==> config.mk <==
export PLATFORM = sky130hd
export DESIGN_NAME = cpu_regfile
export DESIGN_NICKNAME = d
export VERILOG_FILES = /design/src/rtl/cpu_regfile.sv
export SDC_FILE = /design/constraint.sdc
export NUM_CORES = 1
export LEC_CHECK = 0
export ABC_AREA = 1
export CAP_MARGIN = 20
export CORE_MARGIN = 3
export CORE_UTILIZATION = 40
export DETAILED_ROUTE_END_ITERATION = 7
export DONT_BUFFER_PORTS = 1
export PLACE_DENSITY = 0.58
export REMOVE_ABC_BUFFERS = 1
export SYNTH_ARGS = -nofsm -noshare
export SYNTH_HDL_FRONTEND = slang
export SYNTH_SLANG_ARGS = --single-unit
==> constraint.sdc <==
create_clock -name clk -period 4.85 [get_ports clk]
set_input_delay 0.7275 -clock clk [delete_from_list [all_inputs] [get_ports clk]]
set_output_delay 0.7275 -clock clk [all_outputs]
set_load 0.005 [all_outputs]
==> src/rtl/cpu_regfile.sv <==
// cpu_regfile: SM83 register file (A, F, B, C, D, E, H, L, SP, PC, WZ).
//
// Ports
//   clk, reset            core clock, asynchronous active-high reset
//   rd_a_sel / rd_a       byte read port A (ALU operand A), combinational
//   rd_b_sel / rd_b       byte read port B (ALU operand B), combinational
//   wr_en/wr_sel/wr_data  byte write port
//   flag_wr_en/flag_in    flag load, {Z,N,H,C} with bit0 = C
//   flag_out              current flags, same order as flag_in
//   pair_sel/pair_op      16-bit pair port: none/inc/dec/load
//   pair_load/pair_out    pair load data / current (pre-update) pair value
//   pc_out                current PC
//
// Byte index: 0 B, 1 C, 2 D, 3 E, 4 H, 5 L, 6 F, 7 A, 8 SPH, 9 SPL,
//             10 PCH, 11 PCL, 12 W, 13 Z, 14-15 unused (read 00).
// Pair index: 0 BC, 1 DE, 2 HL, 3 SP, 4 PC, 5 WZ, 6 AF, 7 none.
//
// Build option: define CPU_REGFILE_BOOT_STATE_EN to reset into the DMG
// post-boot-ROM register state instead of all zeros.
module cpu_regfile (
    input  logic        clk,
    input  logic        reset,
    input  logic [3:0]  rd_a_sel,
    output logic [7:0]  rd_a,
    input  logic [3:0]  rd_b_sel,
    output logic [7:0]  rd_b,
    input  logic        wr_en,
    input  logic [3:0]  wr_sel,
    input  logic [7:0]  wr_data,
    input  logic        flag_wr_en,
    input  logic [3:0]  flag_in,
    output logic [3:0]  flag_out,
    input  logic [2:0]  pair_sel,
    input  logic [1:0]  pair_op,
    input  logic [15:0] pair_load,
    output logic [15:0] pair_out,
    output logic [15:0] pc_out
);

    localparam int unsigned NUM_BYTES = 14;
    localparam logic [3:0]  IDX_LIMIT = 4'(NUM_BYTES);

    localparam logic [3:0] IDX_B   = 4'd0;
    localparam logic [3:0] IDX_C   = 4'd1;
    localparam logic [3:0] IDX_D   = 4'd2;
    localparam logic [3:0] IDX_E   = 4'd3;
    localparam logic [3:0] IDX_H   = 4'd4;
    localparam logic [3:0] IDX_L   = 4'd5;
    localparam logic [3:0] IDX_F   = 4'd6;
    localparam logic [3:0] IDX_A   = 4'd7;
    localparam logic [3:0] IDX_SPH = 4'd8;
    localparam logic [3:0] IDX_SPL = 4'd9;
    localparam logic [3:0] IDX_PCH = 4'd10;
    localparam logic [3:0] IDX_PCL = 4'd11;
    localparam logic [3:0] IDX_W   = 4'd12;
    localparam logic [3:0] IDX_Z   = 4'd13;

    localparam logic [2:0] PAIR_BC = 3'd0;
    localparam logic [2:0] PAIR_DE = 3'd1;
    localparam logic [2:0] PAIR_HL = 3'd2;
    localparam logic [2:0] PAIR_SP = 3'd3;
    localparam logic [2:0] PAIR_PC = 3'd4;
    localparam logic [2:0] PAIR_WZ = 3'd5;
    localparam logic [2:0] PAIR_AF = 3'd6;

    localparam logic [1:0] OP_NONE = 2'd0;
    localparam logic [1:0] OP_INC  = 2'd1;
    localparam logic [1:0] OP_DEC  = 2'd2;
    localparam logic [1:0] OP_LOAD = 2'd3;

    // Reset image, index 13 (Z) leftmost down to index 0 (B).
`ifdef CPU_REGFILE_BOOT_STATE_EN
    localparam logic [NUM_BYTES-1:0][7:0] RESET_REGS = {
        8'h00, 8'h00,          // Z, W
        8'h00, 8'h01,          // PCL, PCH
        8'hFE, 8'hFF,          // SPL, SPH
        8'h01, 8'hB0,          // A, F
        8'h4D, 8'h01,          // L, H
        8'hD8, 8'h00,          // E, D
        8'h13, 8'h00           // C, B
    };
`else
    localparam logic [NUM_BYTES-1:0][7:0] RESET_REGS = '0;
`endif

    logic [NUM_BYTES-1:0][7:0] regs_q;
    logic [NUM_BYTES-1:0][7:0] regs_d;

    logic        pair_valid;
    logic [3:0]  pair_hi;
    logic [3:0]  pair_lo;
    logic [15:0] pair_cur;
    logic [15:0] pair_nxt;
    logic        pair_wr;

    function automatic logic [7:0] read_byte(input logic [NUM_BYTES-1:0][7:0] r,
                                             input logic [3:0] sel);
        return (sel < IDX_LIMIT) ? r[sel] : 8'h00;
    endfunction

    // Read ports: straight from registered state, no bypass.
    assign rd_a     = read_byte(regs_q, rd_a_sel);
    assign rd_b     = read_byte(regs_q, rd_b_sel);
    assign flag_out = regs_q[IDX_F][7:4];
    assign pc_out   = {regs_q[IDX_PCH], regs_q[IDX_PCL]};
    assign pair_out = pair_cur;

    // Pair select decode to high/low byte indices.
    always_comb begin
        pair_valid = 1'b1;
        pair_hi    = IDX_B;
        pair_lo    = IDX_C;
        case (pair_sel)
            PAIR_BC: begin pair_hi = IDX_B;   pair_lo = IDX_C;   end
            PAIR_DE: begin pair_hi = IDX_D;   pair_lo = IDX_E;   end
            PAIR_HL: begin pair_hi = IDX_H;   pair_lo = IDX_L;   end
            PAIR_SP: begin pair_hi = IDX_SPH; pair_lo = IDX_SPL; end
            PAIR_PC: begin pair_hi = IDX_PCH; pair_lo = IDX_PCL; end
            PAIR_WZ: begin pair_hi = IDX_W;   pair_lo = IDX_Z;   end
            PAIR_AF: begin pair_hi = IDX_A;   pair_lo = IDX_F;   end
            default: pair_valid = 1'b0;
        endcase
    end

    assign pair_cur = pair_valid ? {regs_q[pair_hi], regs_q[pair_lo]} : 16'h0000;

    // Pair arithmetic wraps modulo 2^16; AF only accepts loads.
    always_comb begin
        pair_nxt = pair_cur;
        case (pair_op)
            OP_INC:  pair_nxt = pair_cur + 16'd1;
            OP_DEC:  pair_nxt = pair_cur - 16'd1;
            OP_LOAD: pair_nxt = pair_load;
            default: pair_nxt = pair_cur;
        endcase
    end

    assign pair_wr = pair_valid && (pair_op != OP_NONE) &&
                     !((pair_sel == PAIR_AF) && (pair_op != OP_LOAD));

    // Next state: later assignments win, giving pair > flags > byte write.
    always_comb begin
        regs_d = regs_q;
        if (wr_en && (wr_sel < IDX_LIMIT)) begin
            regs_d[wr_sel] = wr_data;
        end
        if (flag_wr_en) begin
            regs_d[IDX_F][7:4] = flag_in;
        end
        if (pair_wr) begin
            regs_d[pair_hi] = pair_nxt[15:8];
            regs_d[pair_lo] = pair_nxt[7:0];
        end
        regs_d[IDX_F][3:0] = 4'h0;
    end

    // State register.
    always_ff @(posedge clk or posedge reset) begin
        if (reset) begin
            regs_q <= RESET_REGS;
        end else begin
            regs_q <= regs_d;
        end
    end

endmodule

==> results.json, run 1 <==
{
  "status": "completed",
  "syn_inst": 1472,
  "grt_pass1_wl_um": 62800,
  "syn2layout_area_growth_pct": 4.04,
  "grt_max_degree": 73,
  "critPathRequiredTime_ns": 5.14,
  "cp_max_fo": 21,
  "hold_path_class": "in2async",
  "clk_latency_ns": 0.37,
  "dieArea_um2": 25100,
  "synth_area_leaders": "dfrtp_1, o21ai_0, a21oi_1, nand2_1, inv_1",
  "htreeDepth": 3,
  "register_area_um2": 2700,
  "slew_violations": 0,
  "place_congestion": 1.00,
  "cts-hold-fix-buffers": 0,
  "critPathSlowestCell": "nor2_1",
  "core_um2": 22800,
  "drc": 0,
  "cts_sinks": 108,
  "syn_area_um2": 9310,
  "ant_nets": 0,
  "synth_cell_types": 37,
  "chipWidth_um": 159,
  "worstMarginPinSlew_ns": 1.11,
  "rows": 55,
  "antenna_found_initial": 0,
  "rsz0062_at_grt": "false",
  "setup.worst_path.class": "in2reg",
  "gr-total-overflow": 0,
  "start_kind": "input port",
  "period_share": 0.872,
  "drv_cap": 0,
  "multi_input_area_um2": 5550,
  "clkPwrFrac": 0.229,
  "dr.pass1.iters": 5,
  "max_stage_delay_ns": 0.46,
  "p_seq_frac": 0.397,
  "nets": 1458,
  "clk_pin_slew_ns": 0.08,
  "first_global_vias": 9736,
  "synth_top_area_frac": 0.290,
  "finalCriticalPeriod_ns": 4.23,
  "io_buffers": 0,
  "fin_skew_ns": 0.00868,
  "synth.avg_cell_area_um2": 6.33,
  "final.setup.tns_ns": 0,
  "p_per_area_nw_per_um2": 386,
  "finalHoldViolCount": 0,
  "cts_tree": "yes",
  "fmax_ghz": 0.237,
  "drive_above_1_share": 0.0423,
  "setup_viol": 0,
  "yosysWarnings": 0,
  "hpwl_um": 29500,
  "start_util": 0.409,
  "internal_power_uw": 2090,
  "p_total_uw": 3740,
  "p_leak_uw": 0.00421,
  "cts-root-buf": "clkbuf_16",
  "routed_wl_um": 43000,
  "drtIter0Drc": 1572,
  "vias": 10900,
  "via_per_inst": 6.39,
  "switching_power_uw": 1660,
  "fill_cells": 2523,
  "yosysTopAreaCell": "dfrtp_1",
  "antennaDiodeCount": 0,
  "grt_use_total": 0.337,
  "die_y_um": 159,
  "yosysSeqAreaShare": 0.290,
  "post_cts_resized": 0,
  "relSlewSlack": 0.260,
  "clk_path_buf_depth": 2,
  "vdd_ir_drop_max_mv": 0.223,
  "synth_seq_cells": 108,
  "crit_arrival_ns": 4.51,
  "cts-buffers-inserted": 9,
  "cpMostUsedCell": "o21ai_0",
  "wl_per_cell_um": 25.1,
  "ios": 101,
  "p_sw_frac": 0.443,
  "cp_cell_sequence": "nor2_2 -> inv_2 -> nand3_2 -> buf_4 -> nor3_1 -> a221oi_1 -> o21ai_0 -> nor2_1 -> ha_1 -> a21oi_1 -> o21ai_0 -> a21oi_1 -> nor2_1 -> nor2_1 -> nor2_1 -> o21ai_0 -> nand2_1 -> o21ai_0 -> o21ai_1 -> o21ai_0",
  "p_comb_frac": 0.374,
  "post-cts-setup-buffers": 0,
  "crit_path_end_kind": "register"
}
[per-stage QoR]
step                instance area, um2   util  cells  worst slack, ns  hold slack, ns
finish                            9690  0.425   1709            0.623           0.338
global route                      9690  0.425   1709            0.326           0.389
CTS                               9690  0.425   1709            0.745           0.370
detailed placement                9360  0.411   1693            0.363           0.540
global placement                  9360  0.411   1693            0.398           0.527
floorplan                         8790      -   1359            0.841           0.505
[final timing paths]
path | start | slack, ns | endpoint | cells past startpoint
max | pair_sel[2] | 0.62 | regs_q[64]$_DFF_PP0_ | 20
min | reset | 0.34 | regs_q[23]$_DFF_PP0_ | 1
max reg2reg | flag_out[1]$_DFF_PP0_ | 1.25 | regs_q[64]$_DFF_PP0_ | 16
min reg2reg | regs_q[17]$_DFF_PP0_ | 0.56 | regs_q[17]$_DFF_PP0_ | 2
max in group asynchronous | reset | 3.56 | regs_q[65]$_DFF_PP0_ | 2
min in group clk | flag_in[0] | 0.52 | flag_out[0]$_DFF_PP0_ | 2
[routing by layer]
layer  share of wire  vias up  routed length (um)  global-route usage
met1            0.41     5180               17700               0.468
met5               0        -                   0                   0
met2            0.43      698               18600               0.512
met4           0.039        0                1680               0.117
met3            0.11      120                4940              0.0829
li1                -     4925                   -                   -
[cell families (layout without fill, tap and decap cells)]
kind of cell               count (synthesis)  in the layout  share of synthesized area
AOI/OAI and AO/OA                        663            663                      0.381
xor gates and xnor gates                   1              1                   0.000941
adders and majority gates                 18             18                     0.0250
buffers and inverters                    258            182                      0.115
DFF                                      108            108                      0.290
and+or+nand+nor                          424            424                      0.188
[cells in the final DEF (no fill, tap or decap), types with 2 or more instances in the layout]
master / netlist / routed
nor3_1: 27 / 26
a31oi_1: 6 / 6
o21ai_2: 3 / 3
nand3_2: 2 / 2
o22ai_1: 25 / 25
bufinv_16: 0 / 2
o221ai_1: 4 / 4
o21ai_0: 312 / 312
ha_1: 17 / 17
a211oi_1: 17 / 17
clkbuf_16: 0 / 9
a21oi_1: 229 / 229
nor2_1: 80 / 79
nand4_1: 5 / 5
o21ai_1: 25 / 25
o211ai_1: 22 / 22
nor3_2: 1 / 2
clkinv_1: 6 / 6
dfrtp_1: 108 / 108
nand2_2: 2 / 2
inv_6: 0 / 4
a22o_1: 8 / 8
inv_1: 133 / 132
inv_2: 6 / 6
o2111ai_1: 5 / 5
buf_4: 24 / 20
nand3_1: 57 / 57
nand2_1: 245 / 245
nor2_2: 4 / 5
a221oi_1: 3 / 3
[cells in the mapped netlist (all sizes together)]
| master | instances |
|---|---|
| a211oi | 17 |
| a21o | 1 |
| a21oi | 229 |
| a221oi | 3 |
| a22o | 8 |
| a22oi | 1 |
| a31oi | 6 |
| buf | 36 |
| clkbuf | 77 |
| clkinv | 6 |
| dfrtp | 108 |
| fa | 1 |
| ha | 17 |
| inv | 139 |
| nand2 | 247 |
| nand3 | 59 |
| nand4 | 5 |
| nor2 | 85 |
| nor3 | 28 |
| o2111ai | 5 |
| o211ai | 22 |
| o21a | 1 |
| o21ai | 340 |
| o221ai | 4 |
| o22ai | 25 |
| o31ai | 1 |
| xor2 | 1 |
[registers in the layout (all words and copies together), names as in the netlist]
register / flops
regs_q: 88
flag_out: 4
pc_out: 16
[power groups by stage]
| stage | combinational [uW] | sequential, uW | clock (uW) |
|---|---|---|---|
| finish | 1400 | 1490 | 858 |
| global route | 1570 | 1510 | 894 |
| CTS | 1370 | 1460 | 867 |
| detailed placement | 1370 | 1480 | 0 |
| global placement | 1350 | 1480 | 0 |
| floorplan | 997 | 1330 | 0 |
[worst max-delay path: cells and delay by family]
kind,cells,cell delay (ns)
simple gates,8,1.27
fa+ha+maj,1,0.39
buf+inv,2,0.39
compound gates,9,1.69
[area by class of cell]
cell class	count	share of cell area
multi-input cells	1106	0.573
flip-flops and latches	108	0.279
inverters	145	0.0564
well taps	313	0.0404
clock buffers	9	0.0232
repair buffers	21	0.0176
clock inverters	7	0.0106
Note: power is estimated with default switching activity, not from simulation.
==> run 2: changes to the inputs <==
--- a/config.mk
+++ b/config.mk
@@ -5,13 +5,12 @@
 export SDC_FILE = /design/constraint.sdc
 export NUM_CORES = 1
 export LEC_CHECK = 0
-export ABC_AREA = 1
+export BUFFER_PORTS_ARGS = -buffer_cell sky130_fd_sc_hd__buf_2
 export CAP_MARGIN = 20
 export CORE_MARGIN = 3
 export CORE_UTILIZATION = 40
 export DETAILED_ROUTE_END_ITERATION = 7
-export DONT_BUFFER_PORTS = 1
-export PLACE_DENSITY = 0.58
+export PLACE_DENSITY = 0.62
 export REMOVE_ABC_BUFFERS = 1
 export SYNTH_ARGS = -nofsm -noshare
 export SYNTH_HDL_FRONTEND = slang
==> results.json, run 2 <==
{
  "crit_arrival_ns": 4.36,
  "largest_register_ffs": 88,
  "cpLargestDelayFamily": "compound AO/OA/AOI/OAI gates",
  "gr-total-overflow": 0,
  "synth_top_family_by_area": "multiplexers",
  "layout_common_cells": "mux2i_1, dfrtp_1, buf_2",
  "worstMarginPinSlew_ns": 1.08,
  "critPathSlowestCell": "mux4_2",
  "status": "completed",
  "synth_cell_types": 64,
  "clk_path_buf_depth": 2,
  "finalHoldViolCount": 0,
  "synth_fa_ha_area_frac": 0.0253,
  "yosysMostFrequentCell": "mux2i_1",
  "post-place-cells": 1310,
  "antenna_found_initial": 0,
  "syn_inst": 992,
  "synth-compound-area-share": 0.195,
  "rows": 54,
  "synth-main-ff-cell": "dfrtp_1",
  "fill_cells": 2103,
  "syn2layout_area_growth_pct": 12.0,
  "cts-hold-fix-buffers": 0,
  "relSlewSlack": 0.280,
  "start_util": 0.414,
  "yosys-top-cells-count": "mux2i_1, dfrtp_1, o21ai_0",
  "cp_cell_sequence": "buf_2 -> buf_4 -> mux4_2 -> nand2_1 -> o21ai_0 -> ha_1 -> o21a_1 -> o211ai_1 -> o2bb2ai_1 -> nor2_2 -> a31o_2 -> xor2_1 -> a22oi_2 -> o21ai_0",
  "place_congestion": 0.969,
  "post_cts_resized": 0,
  "p_per_area_nw_per_um2": 397,
  "htreeDepth": 3,
  "wl_per_cell_um": 26.4,
  "via_per_inst": 6.43,
  "cts-root-buf": "clkbuf_16",
  "setup_viol": 0,
  "hold_path_class": "in2async",
  "cts_sinks": 108,
  "dieArea_um2": 24900,
  "clk_pin_slew_ns": 0.07,
  "synthArstFlopShare": 1.00,
  "crit_path_end_kind": "register",
  "nets": 1108,
  "dr.pass1.iters": 5,
  "internal_power_uw": 2550,
  "fin_skew_ns": 0.00839,
  "syn_area_um2": 9200,
  "antennaDiodeCount": 0,
  "synth.avg_cell_area_um2": 9.27,
  "drive_above_1_share": 0.256,
  "drtIter0Drc": 883,
  "critPathRequiredTime_ns": 5.06,
  "design_area_um2": 10300,
  "clkPwrFrac": 0.229,
  "multi_input_area_um2": 5910,
  "start_kind": "input port",
  "instances_no_fill": 1325,
  "path_buf_inv": 2,
  "yosysTopAreaCell": "dfrtp_1",
  "fmax_ghz": 0.241,
  "cts_tree": "yes",
  "rsz0062_at_grt": "false",
  "cp_max_fo": 14,
  "hpwl_um": 24300,
  "core_um2": 22200,
  "first_global_vias": 8024,
  "crit_cells": 14,
  "clk_latency_ns": 0.36,
  "vdd_ir_drop_max_mv": 0.200,
  "post-cts-setup-buffers": 0,
  "cpMostUsedCell": "o21ai_0",
  "cts-buffers-inserted": 9,
  "register_area_um2": 2700,
  "synth_edf_count": 0,
  "synth_top_area_frac": 0.294,
  "p_seq_frac": 0.361,
  "grt_max_degree": 45,
  "synth_seq_cells": 108,
  "drv_cap": 0,
  "finalCriticalPeriod_ns": 4.15,
  "period_share": 0.856,
  "switching_power_uw": 1540,
  "ff2ff_setup_slack_ns": 1.07,
  "p_comb_frac": 0.410,
  "drc": 0,
  "ant_nets": 0,
  "p_leak_uw": 0.00451,
  "top_register": "regs_q",
  "yosysSeqAreaShare": 0.294,
  "final.setup.tns_ns": 0,
  "routed_wl_um": 34900,
  "reg2reg_depth": 12,
  "grt_pass1_wl_um": 52400,
  "yosysWarnings": 0,
  "p_sw_frac": 0.376,
  "vias": 8523,
  "yosys.area_share.simple": 0.118,
  "io_buffers": 100,
  "synthXorXnorAreaFrac": 0.00952,
  "setup.worst_path.class": "in2reg",
  "place_area_um2": 9930,
  "muxShareOfSynthArea": 0.291,
  "grt_use_total": 0.284,
  "final_common_cell": "mux2i_1",
  "ios": 101,
  "die_y_um": 158,
  "max_stage_delay_ns": 0.53,
  "synth_area_leaders": "dfrtp_1, mux2i_1, mux4_2, mux2_2, o21ai_0",
  "chipWidth_um": 158,
  "slew_violations": 0
}
## run 2: cell count changes after synthesis, sizes merged, moves of 18 or more
cell / before / now
mux2i: 0 / 112
inv: 139 / 35
nand2: 247 / 80
mux2: 0 / 42
nor3: 28 / 1
o211ai: 22 / 2
mux4: 0 / 48
nand3: 59 / 10
nor2: 85 / 67
a21oi: 229 / 72
o21ai: 340 / 93
nor2b: 0 / 28
## run 2: metrics by stage
step	worst slack, ns	util	hold slack (ns)	total power (uW)
after floorplan	0.825	-	0.557	2460
after global placement	0.499	0.446	0.596	3080
after detailed placement	0.438	0.447	0.598	3120
after CTS	0.798	0.463	0.381	4050
after global routing	0.502	0.463	0.402	4320
final	0.700	0.463	0.367	4090
## run 2: worst paths after layout
kind	endpoint	from
worst max-delay path	regs_q[59]$_DFF_PP0_	pair_sel[0]
worst min-delay path	regs_q[33]$_DFF_PP0_	reset
worst max register to register	regs_q[59]$_DFF_PP0_	pc_out[1]$_DFF_PP0_
worst min register to register	regs_q[79]$_DFF_PP0_	regs_q[79]$_DFF_PP0_
max in group asynchronous	regs_q[24]$_DFF_PP0_	reset
min in group clk	regs_q[79]$_DFF_PP0_	regs_q[79]$_DFF_PP0_
## run 2: cell type report
class,count,area share
multi-input cells,744,0.573
flip-flops and latches,108,0.262
clock inverters,4,0.0117
clock buffers,11,0.0245
well taps,280,0.0340
repair buffers,143,0.0811
inverters,35,0.0130
## run 2: per-layer routing
layer,routed length (um),up-vias,share of wire,GRT usage
met4,930,0,0.027,0.0909
met1,14300,4159,0.41,0.400
li1,-,3740,-,-
met5,0,-,0,0
met2,15600,564,0.45,0.434
met3,4190,60,0.12,0.0645
## run 2: logic make-up (layout without fill, tap and decap cells)
kind of cell,after synthesis,after routing
mux,202,202
xor+xnor,10,10
simple gates,230,230
buf+inv,140,193
flops,108,108
fa+ha+maj,18,18
compound gates,284,284
## run 2: power by group through the flow
stage	logic, uW	clock network, uW	registers [uW]
3_3_place_gp	1620	0	1460
4_1_cts	1650	941	1460
5_1_grt	1830	984	1500
3_5_place_dp	1650	0	1470
2_1_floorplan	1120	0	1340
6_report	1680	937	1480
